**src/rtl/wb_pkg.sv**
```systemverilog
// Shared Wishbone arbitration types and grant encodings.
package wb_pkg;

  typedef enum logic [1:0] {
    IDLE = 2'd0,
    GNT0 = 2'd1,
    GNT1 = 2'd2
  } arb_state_e;

  localparam logic [1:0] GNT_NONE = 2'b00;
  localparam logic [1:0] GNT_M0   = 2'b01;
  localparam logic [1:0] GNT_M1   = 2'b10;

endpackage

```
**src/rtl/wb_timeout_wdt.sv**
```systemverilog
// Bus watchdog: counts un-acked strobe cycles, fires at terminal count.
module wb_timeout_wdt #(
  parameter int TIMEOUT = 255
) (
  input  logic clk_i,
  input  logic rst_i,
  input  logic start_i,
  input  logic stb_i,
  input  logic ack_i,
  output logic fire_o
);

  localparam int CW = (TIMEOUT > 0) ? $clog2(TIMEOUT + 1) : 1;
  localparam logic [CW-1:0] TERM = CW'(TIMEOUT - 1);
  localparam logic [CW-1:0] CMAX = CW'(TIMEOUT);

  logic [CW-1:0] cnt_q, cnt_d;

  always_comb begin
    cnt_d = cnt_q;
    if (start_i || ack_i) begin
      cnt_d = '0;
    end else if (stb_i && (cnt_q != CMAX)) begin
      cnt_d = cnt_q + CW'(1);
    end
  end

  always_ff @(posedge clk_i) begin
    if (rst_i) begin
      cnt_q <= '0;
    end else begin
      cnt_q <= cnt_d;
    end
  end

  // A same-cycle ack always beats the terminal count.
  assign fire_o = (TIMEOUT != 0) && stb_i && !ack_i && (cnt_q == TERM);

endmodule

```
**src/rtl/wb_qos_arbiter.sv**
```systemverilog
// Two-master Wishbone arbiter: data master first, bounded fetch starvation,
// and a watchdog that turns a missing slave ack into an err to the owner.
module wb_qos_arbiter
  import wb_pkg::*;
#(
  parameter int DATA_WIDTH   = 32,
  parameter int ADDR_WIDTH   = 32,
  parameter int SELECT_WIDTH = 4,
  parameter int STARVE_LIMIT = 4,
  parameter int TIMEOUT      = 255
) (
  input  logic                    clk_i,
  input  logic                    rst_i,
  input  logic [ADDR_WIDTH-1:0]   wbm0_adr_i,
  input  logic [DATA_WIDTH-1:0]   wbm0_dat_i,
  input  logic [SELECT_WIDTH-1:0] wbm0_sel_i,
  input  logic                    wbm0_we_i,
  input  logic                    wbm0_cyc_i,
  input  logic                    wbm0_stb_i,
  output logic [DATA_WIDTH-1:0]   wbm0_dat_o,
  output logic                    wbm0_ack_o,
  output logic                    wbm0_err_o,
  input  logic [ADDR_WIDTH-1:0]   wbm1_adr_i,
  input  logic [DATA_WIDTH-1:0]   wbm1_dat_i,
  input  logic [SELECT_WIDTH-1:0] wbm1_sel_i,
  input  logic                    wbm1_we_i,
  input  logic                    wbm1_cyc_i,
  input  logic                    wbm1_stb_i,
  output logic [DATA_WIDTH-1:0]   wbm1_dat_o,
  output logic                    wbm1_ack_o,
  output logic                    wbm1_err_o,
  output logic [ADDR_WIDTH-1:0]   wbs_adr_o,
  output logic [DATA_WIDTH-1:0]   wbs_dat_o,
  output logic [SELECT_WIDTH-1:0] wbs_sel_o,
  output logic                    wbs_we_o,
  output logic                    wbs_cyc_o,
  output logic                    wbs_stb_o,
  input  logic [DATA_WIDTH-1:0]   wbs_dat_i,
  input  logic                    wbs_ack_i,
  input  logic                    wbs_err_i,
  output logic [1:0]              grant_o,
  output logic                    timeout_o
);

  localparam int SW = $clog2(STARVE_LIMIT + 1);
  localparam logic [SW-1:0] SLIM = SW'(STARVE_LIMIT);

  arb_state_e    state_q, state_d;
  logic [SW-1:0] starve_q, starve_d;
  logic          req0, req1, fire, start;

  assign req0  = wbm0_cyc_i & wbm0_stb_i;
  assign req1  = wbm1_cyc_i & wbm1_stb_i;
  assign start = (state_q == IDLE) && (state_d != IDLE);

  always_comb begin
    state_d  = state_q;
    starve_d = starve_q;
    unique case (state_q)
      IDLE: begin
        if (req1 && (!req0 || (starve_q < SLIM))) begin
          state_d  = GNT1;
          starve_d = req0 ? starve_q + SW'(1) : '0;
        end else if (req0) begin
          state_d  = GNT0;
          starve_d = '0;
        end else begin
          starve_d = '0;
        end
      end
      GNT0: if (!wbm0_cyc_i || fire) state_d = IDLE;
      GNT1: if (!wbm1_cyc_i || fire) state_d = IDLE;
      default: state_d = IDLE;
    endcase
  end

  always_ff @(posedge clk_i) begin
    if (rst_i) begin
      state_q  <= IDLE;
      starve_q <= '0;
    end else begin
      state_q  <= state_d;
      starve_q <= starve_d;
    end
  end

  wb_timeout_wdt #(
    .TIMEOUT(TIMEOUT)
  ) u_wdt (
    .clk_i  (clk_i),
    .rst_i  (rst_i),
    .start_i(start),
    .stb_i  (wbs_stb_o),
    .ack_i  (wbs_ack_i),
    .fire_o (fire)
  );

  assign wbm0_dat_o = wbs_dat_i;
  assign wbm1_dat_o = wbs_dat_i;
  assign timeout_o  = fire;

  always_comb begin
    wbs_adr_o  = '0;
    wbs_dat_o  = '0;
    wbs_sel_o  = '0;
    wbs_we_o   = 1'b0;
    wbs_cyc_o  = 1'b0;
    wbs_stb_o  = 1'b0;
    wbm0_ack_o = 1'b0;
    wbm0_err_o = 1'b0;
    wbm1_ack_o = 1'b0;
    wbm1_err_o = 1'b0;
    grant_o    = GNT_NONE;
    unique case (state_q)
      GNT0: begin
        wbs_adr_o  = wbm0_adr_i;
        wbs_dat_o  = wbm0_dat_i;
        wbs_sel_o  = wbm0_sel_i;
        wbs_we_o   = wbm0_we_i;
        wbs_cyc_o  = wbm0_cyc_i;
        wbs_stb_o  = wbm0_stb_i;
        wbm0_ack_o = wbs_ack_i;
        wbm0_err_o = wbs_err_i | fire;
        grant_o    = GNT_M0;
      end
      GNT1: begin
        wbs_adr_o  = wbm1_adr_i;
        wbs_dat_o  = wbm1_dat_i;
        wbs_sel_o  = wbm1_sel_i;
        wbs_we_o   = wbm1_we_i;
        wbs_cyc_o  = wbm1_cyc_i;
        wbs_stb_o  = wbm1_stb_i;
        wbm1_ack_o = wbs_ack_i;
        wbm1_err_o = wbs_err_i | fire;
        grant_o    = GNT_M1;
      end
      default: ;
    endcase
  end

endmodule

```
**config.mk**
```make
export PLATFORM = sky130hd
export DESIGN_NAME = wb_qos_arbiter
export DESIGN_NICKNAME = d
export VERILOG_FILES = /design/src/rtl/wb_pkg.sv /design/src/rtl/wb_timeout_wdt.sv /design/src/rtl/wb_qos_arbiter.sv
export SDC_FILE = /design/constraint.sdc
export NUM_CORES = 1
export LEC_CHECK = 0
export BUFFER_PORTS_ARGS = -buffer_cell sky130_fd_sc_hd__buf_2
export CAP_MARGIN = 20
export CORE_AREA = 5 5 121 123
export CTS_CLUSTER_DIAMETER = 120
export DETAILED_ROUTE_END_ITERATION = 8
export DIE_AREA = 0 0 126 128
export GPL_TIMING_DRIVEN = 0
export PLACE_DENSITY = 0.52
export SYNTH_ARGS = -nofsm -noshare
export SYNTH_HDL_FRONTEND = slang
export SYNTH_SLANG_ARGS = --single-unit
export TNS_END_PERCENT = 20
```
**constraint.sdc**
```tcl
create_clock -name clk_i -period 6.84 [get_ports clk_i]
set_clock_uncertainty 0.2 [all_clocks]
set_input_delay 0.684 -clock clk_i [delete_from_list [all_inputs] [get_ports clk_i]]
set_output_delay 0.684 -clock clk_i [all_outputs]
set_load 0.005 [all_outputs]
```
==> run_results.csv <==
group,metric,value,unit
power_and_ir_drop,power.share.switching,0.3578,
detailed_routing,routed_wirelength,12.85,mm
worst_setup_path,ff2ff_setup_slack,4.40,ns
logic_synthesis,ys.flop_type,"dfxtp_1",
clock_tree,cts.repair.resized,0,
clock_tree,cts_root_buf,"clkbuf_16",
logic_synthesis,ys_ff_latch,13,
placed_design,hpwlAfterDp,11.15,mm
sta,rsz0062_at_grt,"false",
status,run_status,"finished clean",
logic_synthesis,postSynth.asyncResetShare,0,
power_and_ir_drop,internal_power,0.0002948,W
detailed_routing,ant_nets,0,
flow_run,cap_violations,0,
logic_synthesis,synth_warnings,0,
global_route,grt_start_max_net_pins,11,
logic_synthesis,avgSynthCellArea,7.531,sq um
sta,fin_crit_sh,0.4476,
worst_setup_path,crit_path_top_delay_cell,"dfxtp_1",
sta,fmax,0.3266,GHz
logic_synthesis,ys_seq_area_frac,0.1083,
worst_setup_path,worstSetupPathType,"reg2out",
worst_setup_path,crit_path_end,"wbs_dat_o[29]",
logic_synthesis,ys_top_cells_by_count,"a22oi_1, nor2b_1, buf_4",
clock_tree,clock_latency,0.24,ns
placed_design,place_area,0.004064,sq mm
die,rows,43,
final_layout,area_growth,72.45,%
sta,slew_violations,0,
final_layout,nets,798,
global_route,antenna_found_initial,0,
worst_setup_path,r2r_start,"state_q[0]$_SDFF_PP0_",
sta,tightest_slew,0.5976,ns
worst_setup_path,crit_path_cell_trace,"inv_1 -> ha_1 -> buf_4 -> clkbuf_1 -> nor2b_1 -> buf_2",
global_route,grt_pass1_wl,17.97,mm
final_layout,antennaDiodeCount,0,
die,die_area,0.01613,sq mm
logic_synthesis,synth-edff-count,0,
sta,finalCriticalPeriod,3.061,ns
logic_synthesis,syn-cell-area,0.002402,sq mm
placed_design,place_congestion,0.8346,
final_layout,multi_input_area,0.001533,sq mm
sta,hold_viol_final,0,
final_layout,seq_area,260.3,sq um
placed_design,place_ws,3.979,ns
detailed_routing,drc,0,
worst_setup_path,cp.arrival,2.18,ns
min_path,hold_class,"reg2reg",
global_route,grt_pass1_vias,3008,
die,ios,320,
logic_synthesis,post_synth_num_cell_types,36,
logic_synthesis,synth_area_leaders,"a22oi_1, buf_4, nor2b_1",
power_and_ir_drop,p_sw,0.0001642,W
logic_synthesis,syn-num-nets,506,
detailed_routing,viasPerCell,4.204,
detailed_routing,vias,3321,
sta,setup_viol,0,
die,coreArea,0.01356,sq mm
power_and_ir_drop,vdd_drop_max,0.09227,mV
power_and_ir_drop,clkPwrFrac,0.244,
final_layout,design_area,0.004143,sq mm
worst_setup_path,r2r_cells,8,
clock_tree,clkSlewWorstSetupHoldPaths,0.05,ns
sta,relSlewSlack,0.6016,
worst_setup_path,r2r-end,"u_wdt.cnt_q[7]$_SDFFE_PP0P_",
logic_synthesis,synth_cells,319,
worst_setup_path,crit_start,"state_q[1]$_SDFF_PP0_",
clock_tree,postCtsSetupRepairBufs,0,
worst_setup_path,end_kind,"primary output",
detailed_routing,first_pass_iters,4,
worst_setup_path,slowest_delay,0.47,ns
clock_tree,hold_buffers,0,
die,die_h,128,um
logic_synthesis,synth_top_area_share,0.2219,
global_route,grt_util_all_layers,0.1387,
sta,hold_ws,0.3119,ns
placed_design,port_buffers,287,
clock_tree,cts_made_buffers,3,
power_and_ir_drop,p_comb_frac,0.582,
worst_setup_path,cp.required,5.96,ns
detailed_routing,wire_per_inst,16.27,um
clock_tree,cts-htree-levels,1,
die,start_util,0.1772,
final_layout,drive_gt1_frac,0.6016,
power_and_ir_drop,p_per_area,110.8,mW/mm^2
detailed_routing,detail_route.iter0.violations,126,
clock_tree,cts.sinks,13,
die,die_x,126,um
worst_setup_path,crit_fanout,10,
logic_synthesis,synth_area_leader_cell,"a22oi_1",
power_and_ir_drop,power_frac_seq,0.175,
final_layout,utilization,0.3056,
global_route,grt_overflow,0,
worst_setup_path,start_kind,"flop",
sta,layout_setup_ws,3.779,ns
final_layout,fillerInstances,1505,
sta,finalSetupTns,0,ns
clock_tree,cts_tree,"done",
clock_tree,clk_path_buf_depth,2,
power_and_ir_drop,p_leak,2.132,nW
worst min-delay path by stage:
| stage | startpoint | to | slack, ns | cells after the start |
|---|---|---|---|---|
| floorplan | starve_q[2]$_SDFFE_PP0P_ | starve_q[2]$_SDFFE_PP0P_ | 0.27 | 2 |
| global placement | starve_q[2]$_SDFFE_PP0P_ | starve_q[2]$_SDFFE_PP0P_ | 0.29 | 2 |
| detailed placement | starve_q[2]$_SDFFE_PP0P_ | starve_q[2]$_SDFFE_PP0P_ | 0.30 | 2 |
| CTS | starve_q[2]$_SDFFE_PP0P_ | starve_q[2]$_SDFFE_PP0P_ | 0.31 | 2 |
| global route | starve_q[2]$_SDFFE_PP0P_ | starve_q[2]$_SDFFE_PP0P_ | 0.34 | 2 |
| finish | starve_q[2]$_SDFFE_PP0P_ | starve_q[2]$_SDFFE_PP0P_ | 0.31 | 2 |
layout by cell type, fill, tap and decap left out, types with 6 or more instances in the layout:
| master | synthesis | routed |
|---|---|---|
| buf_1 | 7 | 7 |
| clkbuf_1 | 15 | 16 |
| ha_1 | 9 | 9 |
| buf_2 | 1 | 288 |
| inv_1 | 6 | 6 |
| nor2b_1 | 71 | 71 |
| buf_4 | 65 | 65 |
| dfxtp_1 | 13 | 13 |
| nor3_1 | 11 | 11 |
| a22oi_1 | 71 | 71 |
| nor2_1 | 7 | 7 |
metrics by stage:
stage          instances  total power, W
3_3_place_gp         786       0.0003500
5_1_grt              790       0.0004912
2_1_floorplan        319       0.0002295
4_1_cts              790       0.0004643
6_report             790       0.0004590
3_5_place_dp         786       0.0003510
layout make-up:
| class | instances | area share |
|---|---|---|
| Multi-Input combinational cell | 211 | 0.3700 |
| Timing Repair Buffer | 287 | 0.3467 |
| Buffer | 89 | 0.1416 |
| Sequential cell | 13 | 0.06282 |
| Tap cell | 180 | 0.05436 |
| Clock buffer | 4 | 0.01903 |
| Inverter | 6 | 0.005436 |
sequential cells by signal (all words and copies together), names as in the netlist:
signal / flops
u_wdt.cnt_q: 8
starve_q: 3
state_q: 2
power by group through the flow:
stage	logic [W]	clock network (W)	registers (W)
after global routing	0.000291	0.000120	0.0000804
final	0.000267	0.000112	0.0000802
after detailed placement	0.000269	0	0.0000816
after global placement	0.000268	0	0.0000817
after floorplan	0.000149	0	0.0000809
after CTS	0.000270	0.000114	0.0000801
worst max-delay path, delay by kind of cell, from the launching register on:
| kind | cells | cell delay, ns |
|---|---|---|
| fa+ha+maj | 1 | 0.29 |
| flops | 1 | 0.47 |
| buf+inv | 4 | 0.94 |
| simple gates | 1 | 0.23 |
cell families after synthesis:
group,Yosys count,synth area share
adder cells (fa/ha/maj),9,0.04688
XOR/XNOR,7,0.02552
AND/OR/NAND/NOR,114,0.2911
AO/OA/AOI/OAI,81,0.2745
flip-flops,13,0.1083
buffers and inverters,95,0.2536
layer usage:
metal / GRT usage / part of all wire
met4: 0.02713 / 0.016
met3: 0.02292 / 0.075
met5: 0 / 0
met1: 0.1794 / 0.40
met2: 0.2444 / 0.51
Note: power is estimated with default switching activity, not from simulation.
